[src/rtl/fejkon_pcie_tx_arb.sv]
// Packet-granular weighted round-robin arbiter sharing the PCIe hard-IP TX
// Avalon-ST port between MMIO completions (A) and data-path TLPs (B).
//
// state | meaning
// IDLE  | no packet in flight; arbitrate sop requests, discard stray beats
// GNT_A | source A owns tx_st_* until its eop beat is accepted
// GNT_B | source B owns tx_st_* until its eop beat is accepted
module fejkon_pcie_tx_arb #(
    parameter int unsigned A_WEIGHT = 2,
    parameter int unsigned B_WEIGHT = 1
) (
    input  logic         clk,
    input  logic         reset_n,

    input  logic [255:0] a_data,
    input  logic         a_valid,
    output logic         a_ready,
    input  logic         a_startofpacket,
    input  logic         a_endofpacket,
    input  logic [1:0]   a_empty,
    input  logic         a_error,

    input  logic [255:0] b_data,
    input  logic         b_valid,
    output logic         b_ready,
    input  logic         b_startofpacket,
    input  logic         b_endofpacket,
    input  logic [1:0]   b_empty,
    input  logic         b_error,

    output logic [255:0] tx_st_data,
    output logic         tx_st_valid,
    input  logic         tx_st_ready,
    output logic         tx_st_startofpacket,
    output logic         tx_st_endofpacket,
    output logic [1:0]   tx_st_empty,
    output logic         tx_st_error,

    output logic [31:0]  pkt_cnt_a,
    output logic [31:0]  pkt_cnt_b,
    output logic [15:0]  drop_cnt
);

    localparam logic [3:0] A_W = 4'(A_WEIGHT);
    localparam logic [3:0] B_W = 4'(B_WEIGHT);

    typedef enum logic [1:0] {
        IDLE  = 2'd0,
        GNT_A = 2'd1,
        GNT_B = 2'd2
    } state_t;

    state_t      state_q, state_d;
    logic        last_b_q, last_b_d;
    logic [3:0]  run_q, run_d;
    logic [31:0] pkt_cnt_a_q, pkt_cnt_a_d;
    logic [31:0] pkt_cnt_b_q, pkt_cnt_b_d;
    logic [15:0] drop_cnt_q, drop_cnt_d;

    logic        req_a, req_b;
    logic        drop_a, drop_b;
    logic        rpt, pick_b, sel_b;
    logic [3:0]  last_w;
    logic [16:0] drop_sum;

    always_comb begin
        state_d     = state_q;
        last_b_d    = last_b_q;
        run_d       = run_q;
        pkt_cnt_a_d = pkt_cnt_a_q;
        pkt_cnt_b_d = pkt_cnt_b_q;
        drop_cnt_d  = drop_cnt_q;
        a_ready     = 1'b0;
        b_ready     = 1'b0;
        tx_st_valid = 1'b0;

        req_a  = a_valid & a_startofpacket;
        req_b  = b_valid & b_startofpacket;
        // Stray beats are only swallowed while out of reset so readies stay low in reset.
        drop_a = reset_n & a_valid & ~a_startofpacket;
        drop_b = reset_n & b_valid & ~b_startofpacket;

        // run==0 means no grant history yet, so the first tie goes to the source != last.
        last_w = last_b_q ? B_W : A_W;
        rpt    = (run_q != 4'd0) && (run_q < last_w);
        if (req_a && req_b) begin
            pick_b = rpt ? last_b_q : ~last_b_q;
        end else begin
            pick_b = req_b;
        end

        drop_sum = {1'b0, drop_cnt_q} + {16'd0, drop_a} + {16'd0, drop_b};

        case (state_q)
            IDLE: begin
                a_ready    = drop_a;
                b_ready    = drop_b;
                drop_cnt_d = drop_sum[16] ? 16'hFFFF : drop_sum[15:0];
                if (req_a || req_b) begin
                    state_d  = pick_b ? GNT_B : GNT_A;
                    last_b_d = pick_b;
                    if (pick_b != last_b_q) begin
                        run_d = 4'd1;
                    end else if (run_q != 4'hF) begin
                        run_d = run_q + 4'd1;
                    end
                end
            end
            GNT_A: begin
                tx_st_valid = a_valid;
                a_ready     = tx_st_ready;
                if (a_valid && tx_st_ready && a_endofpacket) begin
                    pkt_cnt_a_d = pkt_cnt_a_q + 32'd1;
                    state_d     = IDLE;
                end
            end
            GNT_B: begin
                tx_st_valid = b_valid;
                b_ready     = tx_st_ready;
                if (b_valid && tx_st_ready && b_endofpacket) begin
                    pkt_cnt_b_d = pkt_cnt_b_q + 32'd1;
                    state_d     = IDLE;
                end
            end
            default: state_d = IDLE;
        endcase
    end

    assign sel_b               = (state_q == GNT_B);
    assign tx_st_data          = sel_b ? b_data          : a_data;
    assign tx_st_startofpacket = sel_b ? b_startofpacket : a_startofpacket;
    assign tx_st_endofpacket   = sel_b ? b_endofpacket   : a_endofpacket;
    assign tx_st_empty         = sel_b ? b_empty         : a_empty;
    assign tx_st_error         = sel_b ? b_error         : a_error;

    always_ff @(posedge clk or negedge reset_n) begin
        if (!reset_n) begin
            state_q     <= IDLE;
            last_b_q    <= 1'b1;
            run_q       <= 4'd0;
            pkt_cnt_a_q <= 32'd0;
            pkt_cnt_b_q <= 32'd0;
            drop_cnt_q  <= 16'd0;
        end else begin
            state_q     <= state_d;
            last_b_q    <= last_b_d;
            run_q       <= run_d;
            pkt_cnt_a_q <= pkt_cnt_a_d;
            pkt_cnt_b_q <= pkt_cnt_b_d;
            drop_cnt_q  <= drop_cnt_d;
        end
    end

    assign pkt_cnt_a = pkt_cnt_a_q;
    assign pkt_cnt_b = pkt_cnt_b_q;
    assign drop_cnt  = drop_cnt_q;

endmodule
[config.mk]
export PLATFORM = sky130hd
export DESIGN_NAME = fejkon_pcie_tx_arb
export DESIGN_NICKNAME = d
export VERILOG_FILES = /design/src/rtl/fejkon_pcie_tx_arb.sv
export SDC_FILE = /design/constraint.sdc
export NUM_CORES = 1
export LEC_CHECK = 0
export ABC_CLOCK_PERIOD_IN_PS = 2400
export BUFFER_PORTS_ARGS = -buffer_cell sky130_fd_sc_hd__clkbuf_2
export CORE_AREA = 3 3 335 337
export CTS_CLUSTER_DIAMETER = 80
export DETAILED_ROUTE_END_ITERATION = 8
export DIE_AREA = 0 0 338 340
export GPL_TIMING_DRIVEN = 0
export PLACE_DENSITY_LB_ADDON = 0.3
export SYNTH_ARGS = -nofsm -noshare
export SYNTH_HDL_FRONTEND = slang
export SYNTH_SLANG_ARGS = --single-unit
export TNS_END_PERCENT = 30
[constraint.sdc]
create_clock -name clk -period 2.4 [get_ports clk]
set_clock_uncertainty 0.2 [all_clocks]
set_input_delay 0 -clock clk [delete_from_list [all_inputs] [get_ports clk]]
set_output_delay 0 -clock clk [all_outputs]
set_load 0.005 [all_outputs]
==> results of run 1 <==
[layout make-up]
| cell class | instances | area, um2 |
|---|---|---|
| multi-input cells | 552 | 5090 |
| well taps | 1476 | 1850 |
| plain buffers | 36 | 510 |
| inverters | 7 | 26.3 |
| clock buffers | 9 | 225 |
| flip-flops and latches | 87 | 2180 |
| diodes | 51 | 128 |
| repair buffers | 901 | 5130 |
| fillers | 12600 | 94000 |
| clock inverters | 7 | 62.6 |
[routing by layer]
layer	routed length, um	share of wire	vias to the layer above
li1	-	-	4399
met1	32700	0.31	4587
met2	51500	0.48	614
met3	16600	0.16	218
met4	5480	0.051	74
met5	482	0.0045	-
[power by group through the flow]
stage               clock network (mW)  registers, mW  logic (mW)
floorplan                            0           1.76        2.54
global placement                     0           1.81        6.65
detailed placement                   0           1.81        6.65
CTS                               1.57           1.79        7.69
global route                      1.61           1.81        8.15
finish                            1.48           1.79        7.64
[how the worst min path moves through the flow]
stage | depth (start not counted) | endpoint | slack [ns]
floorplan | 0 | drop_cnt[0] | -0.50
global placement | 3 | tx_st_data[230] | 0.1
detailed placement | 1 | drop_cnt[8] | -0.04
CTS | 1 | drop_cnt[8] | -0.61
global route | 1 | drop_cnt[8] | -0.60
finish | 1 | drop_cnt[7] | -0.63
[placed cells by master, fill, tap and decap left out, drive strengths merged, types with 2 or more instances in the layout]
master       Yosys  layout
or4              2       2
dlygate4sd3      0       6
xnor2           51      51
mux2           262     262
diode            0      51
inv              7      11
xor2            20      20
nand3           32      32
buf              3      76
a21oi            7       7
nand2b           2       2
nor2b            2       2
nor4             9       9
nor3             5       5
mux2i            2       2
nor2            19      19
ha               9       9
o2bb2ai          2       2
o21a             2       2
and4             6       6
and2             4       4
nand2           51      51
o21ai            4       4
dfrtp           86      86
nand4           30      30
a22oi            2       2
clkinvlp         0       3
a22o             3       3
and3            14      14
clkbuf          34     864
[worst register-to-register path, delay by kind of cell, from the launching register on]
| kind | cells | cell delay [ns] |
|---|---|---|
| adder cells (fa/ha/maj) | 1 | 0.24 |
| flip-flops | 1 | 0.43 |
| buffers and inverters | 1 | 0.11 |
| XOR/XNOR | 1 | 0.15 |
| AND/OR/NAND/NOR | 4 | 1.17 |
[kinds of logic (layout without fill, tap and decap cells)]
family | after synthesis | in the layout | share of synthesized area
muxes | 264 | 264 | 0.408
xor gates and xnor gates | 71 | 71 | 0.0854
other | 0 | 51 | 0
DFF | 87 | 87 | 0.299
adders and majority gates | 10 | 10 | 0.0182
buffers and inverters | 44 | 960 | 0.0234
AOI/OAI and AO/OA | 26 | 26 | 0.0253
and+or+nand+nor | 181 | 181 | 0.141
[flip-flops by register name (all words and copies together) (netlist names)]
register and count:
state_q 2, drop_cnt 16, pkt_cnt_b 32, pkt_cnt_a 32, last_b_q 1, run_q 4
[synth_stat cells, types with 3 or more instances]
master and count:
a21oi_1 6, a22o_1 3, and2_1 3, and3_1 14
and4_1 6, clkbuf_1 34, dfrtp_1 86, ha_1 9
inv_1 7, mux2_2 262, nand2_1 51, nand3_1 32
nand4_1 27, nor2_1 19, nor3_1 5, nor4_1 6
xnor2_1 51, xor2_1 20
[timing repair]
item	in CTS	in global routing
gates resized for setup	208	91
setup endpoints to repair	304	149
gates cloned	5	0
endpoints found under the hold margin	97	88
hold buffers	5	1
pin swaps	2	7
buffers inserted	11	10
[per-stage QoR]
stage	hold WS (ns)	cells
6_report	-0.626	3126
5_1_grt	-0.598	3083
4_1_cts	-0.612	3064
3_5_place_dp	-0.0434	3028
3_3_place_gp	0.0990	3028
2_1_floorplan	-0.496	683
==> impl_metrics.csv, run 1 <==
group,metric,value,unit
worst_setup_path,crit_chain,"inv_2 > ha_4 > buf_12 > clkbuf_16 > buf_12 > clkbuf_16 > mux2_2 > clkbuf_8",
placement,finalWeightedCongestion,0.948,
worst_setup_path,critical_path.max_fanout,5,
placement,dp_slack,-1.69,ns
cells_and_area,layout.nets,2131,
sta,grt_setup_unrepaired,"true",
cts,cts.path.max_buffers,2,
logic_synthesis,synth_flop_cell,"dfrtp_1",
power_and_ir_drop,seqPwrFrac,0.164,
logic_synthesis,syn_inst,683,
cells_and_area,drive_above_1_share,0.771,
global_routing,overflow,0,
cts,cts_max_level,3,
logic_synthesis,yosys_warnings,0,
sta,slew_violations,0,
global_routing,grt_pass1_vias,9943,
logic_synthesis,synth_largest_area_cell,"mux2_2",
cells_and_area,design_area,15200,um2
die,start_util,0.0667,
logic_synthesis,synthArstFlopShare,1.00,
route,drt_iter0_drc,433,
die,die_h,340,um
die,ios,871,
route,ant_nets,0,
global_routing,grt_max_degree,90,
run_status,violations,"negative hold slack",
die,die_width,338,um
power_and_ir_drop,power_switching,5.03,mW
die,die_area,115000,um2
worst_setup_path,reg2reg_from,"state_q[1]",
worst_setup_path,rrSetupSlack,0.04,ns
sta,hold_ws,-0.626,ns
sta,max_freq,0.418,GHz
worst_setup_path,critical_path.max_stage_delay,0.41,ns
cts,cts_root_buf,"clkbuf_16",
global_routing,antenna_found_initial,133,
die,design.core.area,109000,um2
sta,max_slew_margin,0.620,
worst_setup_path,cp-end-kind,"output port",
route,wl_per_cell,34.2,um
run_status,status,"finished, violations left",
power_and_ir_drop,fin_total_pwr,10.9,mW
route,routed_via_density,3.16,
cts,clock_latency,0.37,ns
global_routing,track_usage,0.179,
cts,cts_tree,"yes",
worst_setup_path,crit_path_top_delay_cell,"dfrtp_1",
global_routing,use_met3,0.121,
worst_setup_path,critPathRequiredTime,2.20,ns
cts,clk_pin_slew,0.08,ns
route,first_pass_iters,4,
sta,fin_crit,2.39,ns
worst_setup_path,worstSetupEndpoint,"tx_st_data[23]",
power_and_ir_drop,p_clk_frac,0.135,
route,drc,0,
power_and_ir_drop,p_int,5.87,mW
worst_setup_path,critPathKind,"flip-flop to output port",
cts,cts.sinks,87,
cts,numCtsBuffers,9,
hold_path,hold_class,"primary input to asynchronous set/reset pin",
cells_and_area,fin_util,0.139,
sta,setup_viol,0,
route,routed-via-count,9892,
global_routing,grt_pass1_wl,126000,um
die,num_rows,121,
logic_synthesis,synthTopCellsByArea,"mux2_2, dfrtp_1, xnor2_1",
sta,fin_tns_setup,0,ns
job,cap_violations,0,
route,wl,107000,um
logic_synthesis,yosysTopAreaCellShare,0.405,
worst_setup_path,crit_buf_inv,6,
power_and_ir_drop,power.leakage,7.39,nW
logic_synthesis,synth_cell_types,49,
global_routing,grtUsageMet1,0.162,
placement,port_buffers,869,
logic_synthesis,seq_area_frac_synth,0.299,
cells_and_area,synthToLayoutAreaGrowth,109,%
sta,hold_violations,87,
logic_synthesis,synth-seq-cells,87,
worst_setup_path,cp_top_family,"buffers and inverters",
logic_synthesis,synth.cell_area,7280,um2
worst_setup_path,reg2reg_to,"pkt_cnt_a[28]",
worst_setup_path,reg2reg_depth,7,
power_and_ir_drop,irDropWorstVdd,0.000350,V
logic_synthesis,syn-num-nets,1220,
worst_setup_path,cp_num_cells,8,
global_routing,busiest_layer,"met2",
worst_setup_path,cp.arrival,2.19,ns
placement,placed_area,13500,um2
sta,worst_slack,0.00746,ns
power_and_ir_drop,swShare,0.461,
placement,post-dp-hpwl,99700,um
sta,fin_crit_sh,0.997,
worst_setup_path,crit_path_start_kind,"flip-flop",
worst_setup_path,cp-startpoint,"state_q[0]",
logic_synthesis,postSynthAreaPerCell,10.7,um2
power_and_ir_drop,p_comb_frac,0.701,
global_routing,grtUsageMet2,0.313,
power_and_ir_drop,power_density,717,nW/um2
sta,worst_slew_pin_slew,0.565,ns
logic_synthesis,synth_edf_count,0,
Note: power is estimated with default switching activity, not from simulation.
==> inputs of run 2 (changes only) <==
BUFFER_PORTS_ARGS = -buffer_cell sky130_fd_sc_hd__buf_4   (was -buffer_cell sky130_fd_sc_hd__clkbuf_2)
==> run 2 against run 1 <==
Compared with the run above: the flow still finishes with violations (negative hold slack); power is 6.1% higher; via count is 1.0% lower; sequential power hardly changed; largest cell class unchanged.
==> impl_metrics.csv, run 2 (synthesized netlist as in run 1, its figures left out) <==
group,metric,value,unit
global_routing,grt_pass1_vias,9973,
cts,cts_max_level,3,
worst_setup_path,cp_top_family,"buffers and inverters",
route,first_pass_iters,4,
route,ant_nets,0,
cells_and_area,drive_above_1_share,0.771,
cts,cts_root_buf,"clkbuf_16",
power_and_ir_drop,power_density,681,nW/um2
route,routed-via-count,9790,
worst_setup_path,cp-end-kind,"output port",
route,wl_per_cell,34.7,um
worst_setup_path,critPathKind,"flip-flop to output port",
run_status,status,"finished, violations left",
cells_and_area,n_fill_cell,12500,
power_and_ir_drop,irDropWorstVdd,0.000316,V
sta,fin_crit_sh,0.976,
cells_and_area,design_area,17000,um2
worst_setup_path,critical_path.max_stage_delay,0.40,ns
worst_setup_path,crit_buf_inv,5,
placement,place_inst,3028,
global_routing,antenna_found_initial,102,
worst_setup_path,crit_path_top_delay_cell,"mux2_2",
die,num_rows,121,
global_routing,grt_pass1_wl,127000,um
power_and_ir_drop,fin_total_pwr,11.6,mW
sta,max_freq,0.427,GHz
job,cap_violations,0,
route,drt_iter0_drc,413,
die,die_area,115000,um2
worst_setup_path,critical_path.max_fanout,10,
placement,port_buffers,869,
power_and_ir_drop,power.leakage,7.83,nW
cells_and_area,layout.nets,2126,
cts,clk_pin_slew,0.08,ns
worst_setup_path,crit_path_start_kind,"flip-flop",
route,drc,0,
cells_and_area,synthToLayoutAreaGrowth,133,%
worst_setup_path,critPathRequiredTime,2.20,ns
cts,clock_latency,0.37,ns
sta,worst_slack,0.0568,ns
placement,dp_slack,-1.72,ns
cells_and_area,seqCellArea,2180,um2
cts,cts_hold_buffers,10,
placement,finalWeightedCongestion,0.949,
cells_and_area,final_common_cell,"buf_4",
sta,max_slew_margin,0.487,
global_routing,grt_max_degree,90,
cells_and_area,stdcell_count,3103,
cts,numCtsBuffers,9,
die,die_width,338,um
cts,cts.path.max_buffers,2,
die,die_h,340,um
worst_setup_path,cp.arrival,2.14,ns
cells_and_area,layout_common_cells,"buf_4, mux2_2, dfrtp_1",
cts,cts.sinks,87,
sta,hold_violations,87,
worst_setup_path,crit_chain,"inv_2 > ha_4 > buf_12 > clkbuf_16 > buf_4 > mux2_2 > buf_4",
global_routing,overflow,0,
global_routing,track_usage,0.180,
die,ios,871,
sta,setup_viol,0,
route,wl,108000,um
hold_path,hold_class,"primary input to asynchronous set/reset pin",
sta,worst_slew_pin_slew,0.769,ns
cts,cts_tree,"yes",
route,routed_via_density,3.16,
die,design.core.area,109000,um2
run_status,violations,"negative hold slack",
placement,placed_area,15700,um2
sta,hold_ws,-0.556,ns
cells_and_area,multi_input_area,5080,um2
die,start_util,0.0667,
sta,grt_setup_unrepaired,"true",
sta,slew_violations,0,
placement,post-dp-hpwl,100000,um
sta,fin_crit,2.34,ns
worst_setup_path,crit_top_cell,"buf_4",
## run 2: what timing repair did
action | CTS | global route
gates resized for setup | 142 | 26
setup buffers | 9 | 4
endpoints found under the hold margin | 99 | 87
endpoints found under the setup margin | 317 | 255
gates cloned | 5 | 0
pin swaps | 5 | 4
## run 2: worst paths after layout
| path | start | endpoint | slack [ns] | cells past startpoint |
|---|---|---|---|---|
| max in group asynchronous | reset_n | pkt_cnt_a[31] | 2.00 | 1 |
| worst min register to register | pkt_cnt_b[31] | pkt_cnt_b[31] | 0.29 | 1 |
| worst max register to register | state_q[0] | pkt_cnt_b[31] | 0.13 | 9 |
| worst max-delay path | state_q[0] | tx_st_data[103] | 0.06 | 7 |
| worst min-delay path | reset_n | drop_cnt[8] | -0.56 | 1 |
| min in group clk | a_data[94] | tx_st_data[94] | 0.10 | 3 |
## run 2: through the flow
| step | utilization | setup TNS, ns |
|---|---|---|
| after detailed placement | 0.143 | -301.71 |
| after floorplan | - | 0 |
| after CTS | 0.154 | -1.34 |
| after global routing | 0.155 | -0.178 |
| after global placement | 0.143 | -297.11 |
| final | 0.156 | 0 |
## run 2: metal layers
metal,vias to the layer above,global-route usage,routed length [um]
met5,-,0,447
met4,68,0.0601,4680
met3,187,0.117,17000
met2,594,0.320,53100
met1,4573,0.164,32400
li1,4368,-,-
## run 2: power by group
part           switching, mW  internal [mW]
sequential             0.182           1.60
clock                  0.717          0.843
combinational           4.10           4.14
## run 2: area by class of cell
type / count / share of cell area
Antenna cell: 34 / 0.00500
Buffer: 35 / 0.0322
Clock buffer: 10 / 0.0141
Clock inverter: 5 / 0.00383
Inverter: 7 / 0.00155
Multi-Input combinational cell: 552 / 0.299
Sequential cell: 87 / 0.128
Tap cell: 1476 / 0.109
Timing Repair Buffer: 897 / 0.408
